### src/rtl/cas_key_pkg.sv
`timescale 1ns/1ps
// Shared types and constants for the CAS-Lock key loader.
// Holds the loader FSM states, frame constants and the CRC-8 (poly 0x07) byte step.
package cas_key_pkg;

    typedef enum logic [1:0] {
        IDLE   = 2'd0,
        KEY    = 2'd1,
        CRC    = 2'd2,
        LOCKED = 2'd3
    } ld_state_t;

    localparam logic [7:0] HDR_BYTE = 8'hA5;
    localparam logic [7:0] CRC_POLY = 8'h07;

    // MSB-first, init/xorout handled by the caller, no reflection.
    function automatic logic [7:0] crc8_byte(input logic [7:0] crc, input logic [7:0] data);
        logic [7:0] c;
        c = crc ^ data;
        for (int i = 0; i < 8; i++) begin
            c = c[7] ? ((c << 1) ^ CRC_POLY) : (c << 1);
        end
        return c;
    endfunction

endpackage

### src/rtl/crc8_update.sv
`timescale 1ns/1ps
// Single-byte CRC-8 step, shared with the provisioning-side frame builder.
// Latency: combinational. Backpressure: none.
module crc8_update
    import cas_key_pkg::*;
(
    input  logic [7:0] crc_in,
    input  logic [7:0] data,
    output logic [7:0] crc_out
);

    assign crc_out = crc8_byte(crc_in, data);

endmodule

### src/rtl/cas_key_loader.sv
`timescale 1ns/1ps
// Framed, CRC-checked key loader driving the keyinput bus of a CAS-Lock core.
// Latency: key/key_valid/load_ok visible the cycle after the matching CRC byte is accepted.
// Backpressure: in_ready decoded from state only; low once locked.
module cas_key_loader
    import cas_key_pkg::*;
#(
    parameter int               KEY_W     = 64,
    parameter logic [KEY_W-1:0] DECOY_KEY = '0,
    parameter bit               LOCK_ONCE = 1'b1,
    parameter int               TIMEOUT   = 255
) (
    input  logic             clk,
    input  logic             rst,
    input  logic [7:0]       in_data,
    input  logic             in_valid,
    output logic             in_ready,
    input  logic             in_abort,
    output logic [KEY_W-1:0] key,
    output logic             key_valid,
    output logic             load_ok,
    output logic             load_err,
    output logic             busy
);

    localparam int NB   = KEY_W / 8;
    localparam int IDXW = (NB > 1) ? $clog2(NB) : 1;
    localparam int IW   = $clog2(TIMEOUT + 1);

    ld_state_t        state, state_n;
    logic [KEY_W-1:0] shadow, shadow_n, key_n;
    logic [7:0]       crc, crc_n, crc_nx;
    logic [IDXW-1:0]  idx, idx_n;
    logic [IW-1:0]    idle, idle_n;
    logic             kv_n, ok_n, err_n, acc;

    crc8_update u_crc (
        .crc_in  (crc),
        .data    (in_data),
        .crc_out (crc_nx)
    );

    assign in_ready = (state != LOCKED);
    assign acc      = in_valid && in_ready;

    always_comb begin
        state_n  = state;
        shadow_n = shadow;
        crc_n    = crc;
        idx_n    = idx;
        idle_n   = idle;
        key_n    = key;
        kv_n     = key_valid;
        ok_n     = 1'b0;
        err_n    = 1'b0;
        case (state)
            IDLE: begin
                if (acc && in_data == HDR_BYTE) begin
                    state_n = KEY;
                    idx_n   = '0;
                    crc_n   = '0;
                    idle_n  = '0;
                end
            end
            KEY, CRC: begin
                // Abort outranks both a coincident byte and a coincident timeout.
                if (in_abort) begin
                    err_n   = 1'b1;
                    state_n = IDLE;
                end else if (acc) begin
                    idle_n = '0;
                    if (state == KEY) begin
                        shadow_n[{idx, 3'b000} +: 8] = in_data;
                        crc_n = crc_nx;
                        if (idx == IDXW'(NB - 1)) begin
                            state_n = CRC;
                        end else begin
                            idx_n = idx + 1'b1;
                        end
                    end else if (in_data == crc) begin
                        key_n   = shadow;
                        kv_n    = 1'b1;
                        ok_n    = 1'b1;
                        state_n = LOCK_ONCE ? LOCKED : IDLE;
                    end else begin
                        err_n   = 1'b1;
                        state_n = IDLE;
                    end
                end else if (idle == IW'(TIMEOUT - 1)) begin
                    err_n   = 1'b1;
                    state_n = IDLE;
                end else begin
                    idle_n = idle + 1'b1;
                end
            end
            default: ;
        endcase
    end

    always_ff @(posedge clk) begin
        if (rst) begin
            state     <= IDLE;
            shadow    <= '0;
            crc       <= '0;
            idx       <= '0;
            idle      <= '0;
            key       <= DECOY_KEY;
            key_valid <= 1'b0;
            load_ok   <= 1'b0;
            load_err  <= 1'b0;
            busy      <= 1'b0;
        end else begin
            state     <= state_n;
            shadow    <= shadow_n;
            crc       <= crc_n;
            idx       <= idx_n;
            idle      <= idle_n;
            key       <= key_n;
            key_valid <= kv_n;
            load_ok   <= ok_n;
            load_err  <= err_n;
            busy      <= (state_n == KEY) || (state_n == CRC);
        end
    end

endmodule

### config.mk
export PLATFORM = sky130hd
export DESIGN_NAME = cas_key_loader
export DESIGN_NICKNAME = d
export VERILOG_FILES = /design/src/rtl/cas_key_pkg.sv /design/src/rtl/crc8_update.sv /design/src/rtl/cas_key_loader.sv
export SDC_FILE = /design/constraint.sdc
export NUM_CORES = 1
export LEC_CHECK = 0
export CORE_MARGIN = 3
export CORE_UTILIZATION = 56
export CTS_CLUSTER_SIZE = 16
export DETAILED_ROUTE_END_ITERATION = 16
export PLACE_DENSITY = 0.8
export SETUP_SLACK_MARGIN = 0.3
export SLEW_MARGIN = 30
export SYNTH_ARGS = -nofsm -noshare
export SYNTH_HDL_FRONTEND = slang
export SYNTH_SLANG_ARGS = --single-unit
### constraint.sdc
create_clock -name clk -period 6.6 [get_ports clk]
set_input_delay 1.32 -clock clk [delete_from_list [all_inputs] [get_ports clk]]
set_output_delay 1.32 -clock clk [all_outputs]
set_load 0.03 [all_outputs]
==> impl_metrics.env <==
export IMPL_cpPeakStageDelay_ns=0.76
export IMPL_ys_ff_latch=153
export IMPL_clockBufferDepth=2
export IMPL_dieWidth_microns=113.2
export IMPL_port_buffers=80
export IMPL_rsz0062_at_grt="no"
export IMPL_critPathKind="input pin to register"
export IMPL_crit_path_start_kind="input pin"
export IMPL_cts_root_buffer="clkbuf_16"
export IMPL_die_area_sq_mm=0.01281
export IMPL_antenna_found_initial=0
export IMPL_ys_flop_type="dfxtp_1"
export IMPL_vias=5538
export IMPL_ir_drop_mv=0.2075
export IMPL_cts_tree="yes"
export IMPL_power_density_mw_per_mm2=255.1
export IMPL_grt_pass1_wl_microns=24950
export IMPL_place_hpwl_microns=9899
export IMPL_area_growth_pct=21.49
export IMPL_worst_slew_pin_slew_ns=0.9263
export IMPL_arrival_ns=4.23
export IMPL_via_per_inst=5.680
export IMPL_grt_start_max_net_pins=87
export IMPL_p_leak_uw=0.002697
export IMPL_critPathMostFrequentCell="and3_1"
export IMPL_clk_pin_slew_ns=0.06
export IMPL_status="finished, final reports clean"
export IMPL_syn_area_sq_mm=0.006435
export IMPL_start_util=0.5834
export IMPL_synth_edf_count=0
export IMPL_crit_path_end_kind="register"
export IMPL_first_pass_iters=5
export IMPL_final_core_util=0.7087
export IMPL_slowest_stage="and4b_4"
export IMPL_track_usage=0.2420
export IMPL_post_place_ws_ns=2.296
export IMPL_dieHeight_microns=113.2
export IMPL_pin_count=81
export IMPL_clk_latency_ns=0.42
export IMPL_fin_tns_setup_ns=0
export IMPL_h_tree_depth=4
export IMPL_core_sq_mm=0.01103
export IMPL_cts_buffers=17
export IMPL_period_share=0.5902
export IMPL_crit_chain="clkdlybuf4s50_1 > xnor2_1 > ha_1 > and3_1 > and3_1 > and4b_4 > nand2_1 > a21oi_1"
export IMPL_maxSlewViolCount=0
export IMPL_drive_gt1_frac=0.05868
export IMPL_crit_required_ns=6.94
export IMPL_crit_path_max_fanout=65
export IMPL_rows=38
export IMPL_slew_headroom=0.3802
export IMPL_hold_class="register to register"
export IMPL_synthArstFlopShare=0
export IMPL_holdBufCountCts=0
export IMPL_drt_iter0_markers=408
export IMPL_period_minus_slack_ns=3.896
export IMPL_fmax_mhz=256.7
export IMPL_postRouteAntennaNets=0
export IMPL_synth_fp_nets=801
export IMPL_drc_errors=0
export IMPL_post_cts_resized=0
export IMPL_skew_ns=0.007750
export IMPL_yosysSeqAreaShare=0.4760
export IMPL_n_antenna_cell=0
export IMPL_ys_warnings_count=0
export IMPL_synth_cell_types=56
export IMPL_wl_per_cell_microns=15.51
export IMPL_cts_setup_buffers=0
export IMPL_setup_slack_ns=2.704
export IMPL_cts_num_sinks=153
export IMPL_grt_overflow=0
export IMPL_synth_avg_cell_area_sq_um=8.325
export IMPL_place_congestion=0.8505
export IMPL_wl_microns=15130
export IMPL_nets=850
export IMPL_hold_viol=0
export IMPL_max_cap_violations=0
export IMPL_fin_hold_ws_ns=0.4514
export IMPL_setup_viol_count_final=0
export IMPL_first_global_vias=5204
export IMPL_synthCells=773
==> cell type report <==
class	count	area, sq um
fillers	875	3213
clock inverters	13	173.9
clock buffers	19	442.9
flip-flops and latches	153	3063
repair buffers	85	835.8
inverters	13	48.80
multi-input cells	552	3078
well taps	140	175.2
==> where the power goes <==
group	switching [uW]	internal (uW)
Sequential	0.0561	924
Clock	373	639
Combinational	39.1	19.1
Total	413	1580
==> synth_stat cells, types with 2 or more instances <==
cell type	count	area, sq um
nand2_1	183	686.9
clkbuf_1	29	108.9
nor3b_1	2	15.01
and4b_1	3	30.03
a311oi_1	4	35.03
and4_1	2	17.52
inv_1	13	48.80
and3_1	13	81.33
or3_1	3	18.77
o211ai_1	2	15.01
dfxtp_1	153	3063
mux2_2	2	22.52
buf_2	16	80.08
nor3_1	6	30.03
ha_1	16	200.2
nor4b_4	2	47.55
buf_6	2	22.52
xor2_1	2	17.52
buf_1	6	22.52
xnor2_1	19	166.4
nand3_1	37	185.2
buf_4	2	15.01
nand2b_1	11	68.82
nor2_1	59	221.5
a21oi_1	117	585.6
mux2i_1	26	260.3
a31oi_1	2	12.51
o21ai_0	3	15.01
nand4_1	6	37.54
nor2b_1	6	37.54
==> per-stage QoR <==
stage / instance area, sq um / power [uW] / std cells
floorplan: 6435 / 986.1 / 773
global placement: 7198 / 1000 / 943
detailed placement: 7201 / 1001 / 943
CTS: 7818 / 2002 / 975
global route: 7818 / 2045 / 975
finish: 7818 / 1994 / 975
==> path summary, 6_finish.rpt <==
path | end | depth (start not counted) | slack (ns) | startpoint
max | key[10] | 8 | 2.70 | in_data[4]
min | key[0] | 2 | 0.45 | shadow[0]
max reg2reg | shadow[35] | 7 | 3.68 | idx[0]
min reg2reg | key[0] | 2 | 0.45 | shadow[0]
==> kinds of logic after synthesis <==
logic type	Yosys count	synth area share
AND/OR/NAND/NOR	342	0.2442
flip-flops	153	0.4760
AO/OA/AOI/OAI	144	0.1274
buffers and inverters	68	0.04628
multiplexers	28	0.04394
XOR/XNOR	22	0.03111
adder cells (fa/ha/maj)	16	0.03111
==> worst max-delay path, delay by kind of cell <==
kind	cells	cell delay [ns]
simple gates	4	1.27
buf+inv	1	0.73
xor+xnor	1	0.50
fa+ha+maj	1	0.21
compound gates	1	0.17
==> flip-flops by register name, indices dropped and copies added, names as in the netlist, 2 cells and up <==
signal / count
idx: 3
key: 64
state: 2
crc: 8
idle: 8
shadow: 64
==> per-layer routing <==
metal  up-vias  part of all wire  GRT usage
li1       2705                 -          -
met1      2610              0.44     0.3156
met2       193              0.47     0.3831
met3        30             0.067    0.06203
met4         0             0.022     0.1002
met5         -                 0          0
==> cell usage in the layout (no fill, tap or decap), types with 2 or more instances in the layout <==
| master | Yosys | layout |
|---|---|---|
| buf_4 | 2 | 6 |
| and4b_1 | 3 | 2 |
| nor4b_4 | 2 | 2 |
| a311oi_1 | 4 | 4 |
| or3_1 | 3 | 3 |
| nor2b_1 | 6 | 6 |
| nor3b_1 | 2 | 2 |
| clkinv_2 | 0 | 6 |
| o211ai_1 | 2 | 2 |
| nor3_1 | 6 | 6 |
| xnor2_1 | 19 | 19 |
| nand3_1 | 37 | 37 |
| nand2b_1 | 11 | 11 |
| mux2_2 | 2 | 2 |
| and3_1 | 13 | 13 |
| clkdlybuf4s50_1 | 0 | 79 |
| o21ai_0 | 3 | 3 |
| and4_1 | 2 | 2 |
| nand4_1 | 6 | 6 |
| a21oi_1 | 117 | 117 |
| nand2_1 | 183 | 183 |
| dfxtp_1 | 153 | 153 |
| bufinv_16 | 0 | 4 |
| mux2i_1 | 26 | 26 |
| xor2_1 | 2 | 2 |
| ha_1 | 16 | 16 |
| a31oi_1 | 2 | 2 |
| clkbuf_16 | 0 | 17 |
| inv_1 | 13 | 13 |
| clkinvlp_4 | 0 | 2 |
| nor2_1 | 59 | 59 |
Power figures use the tool's default switching activity.
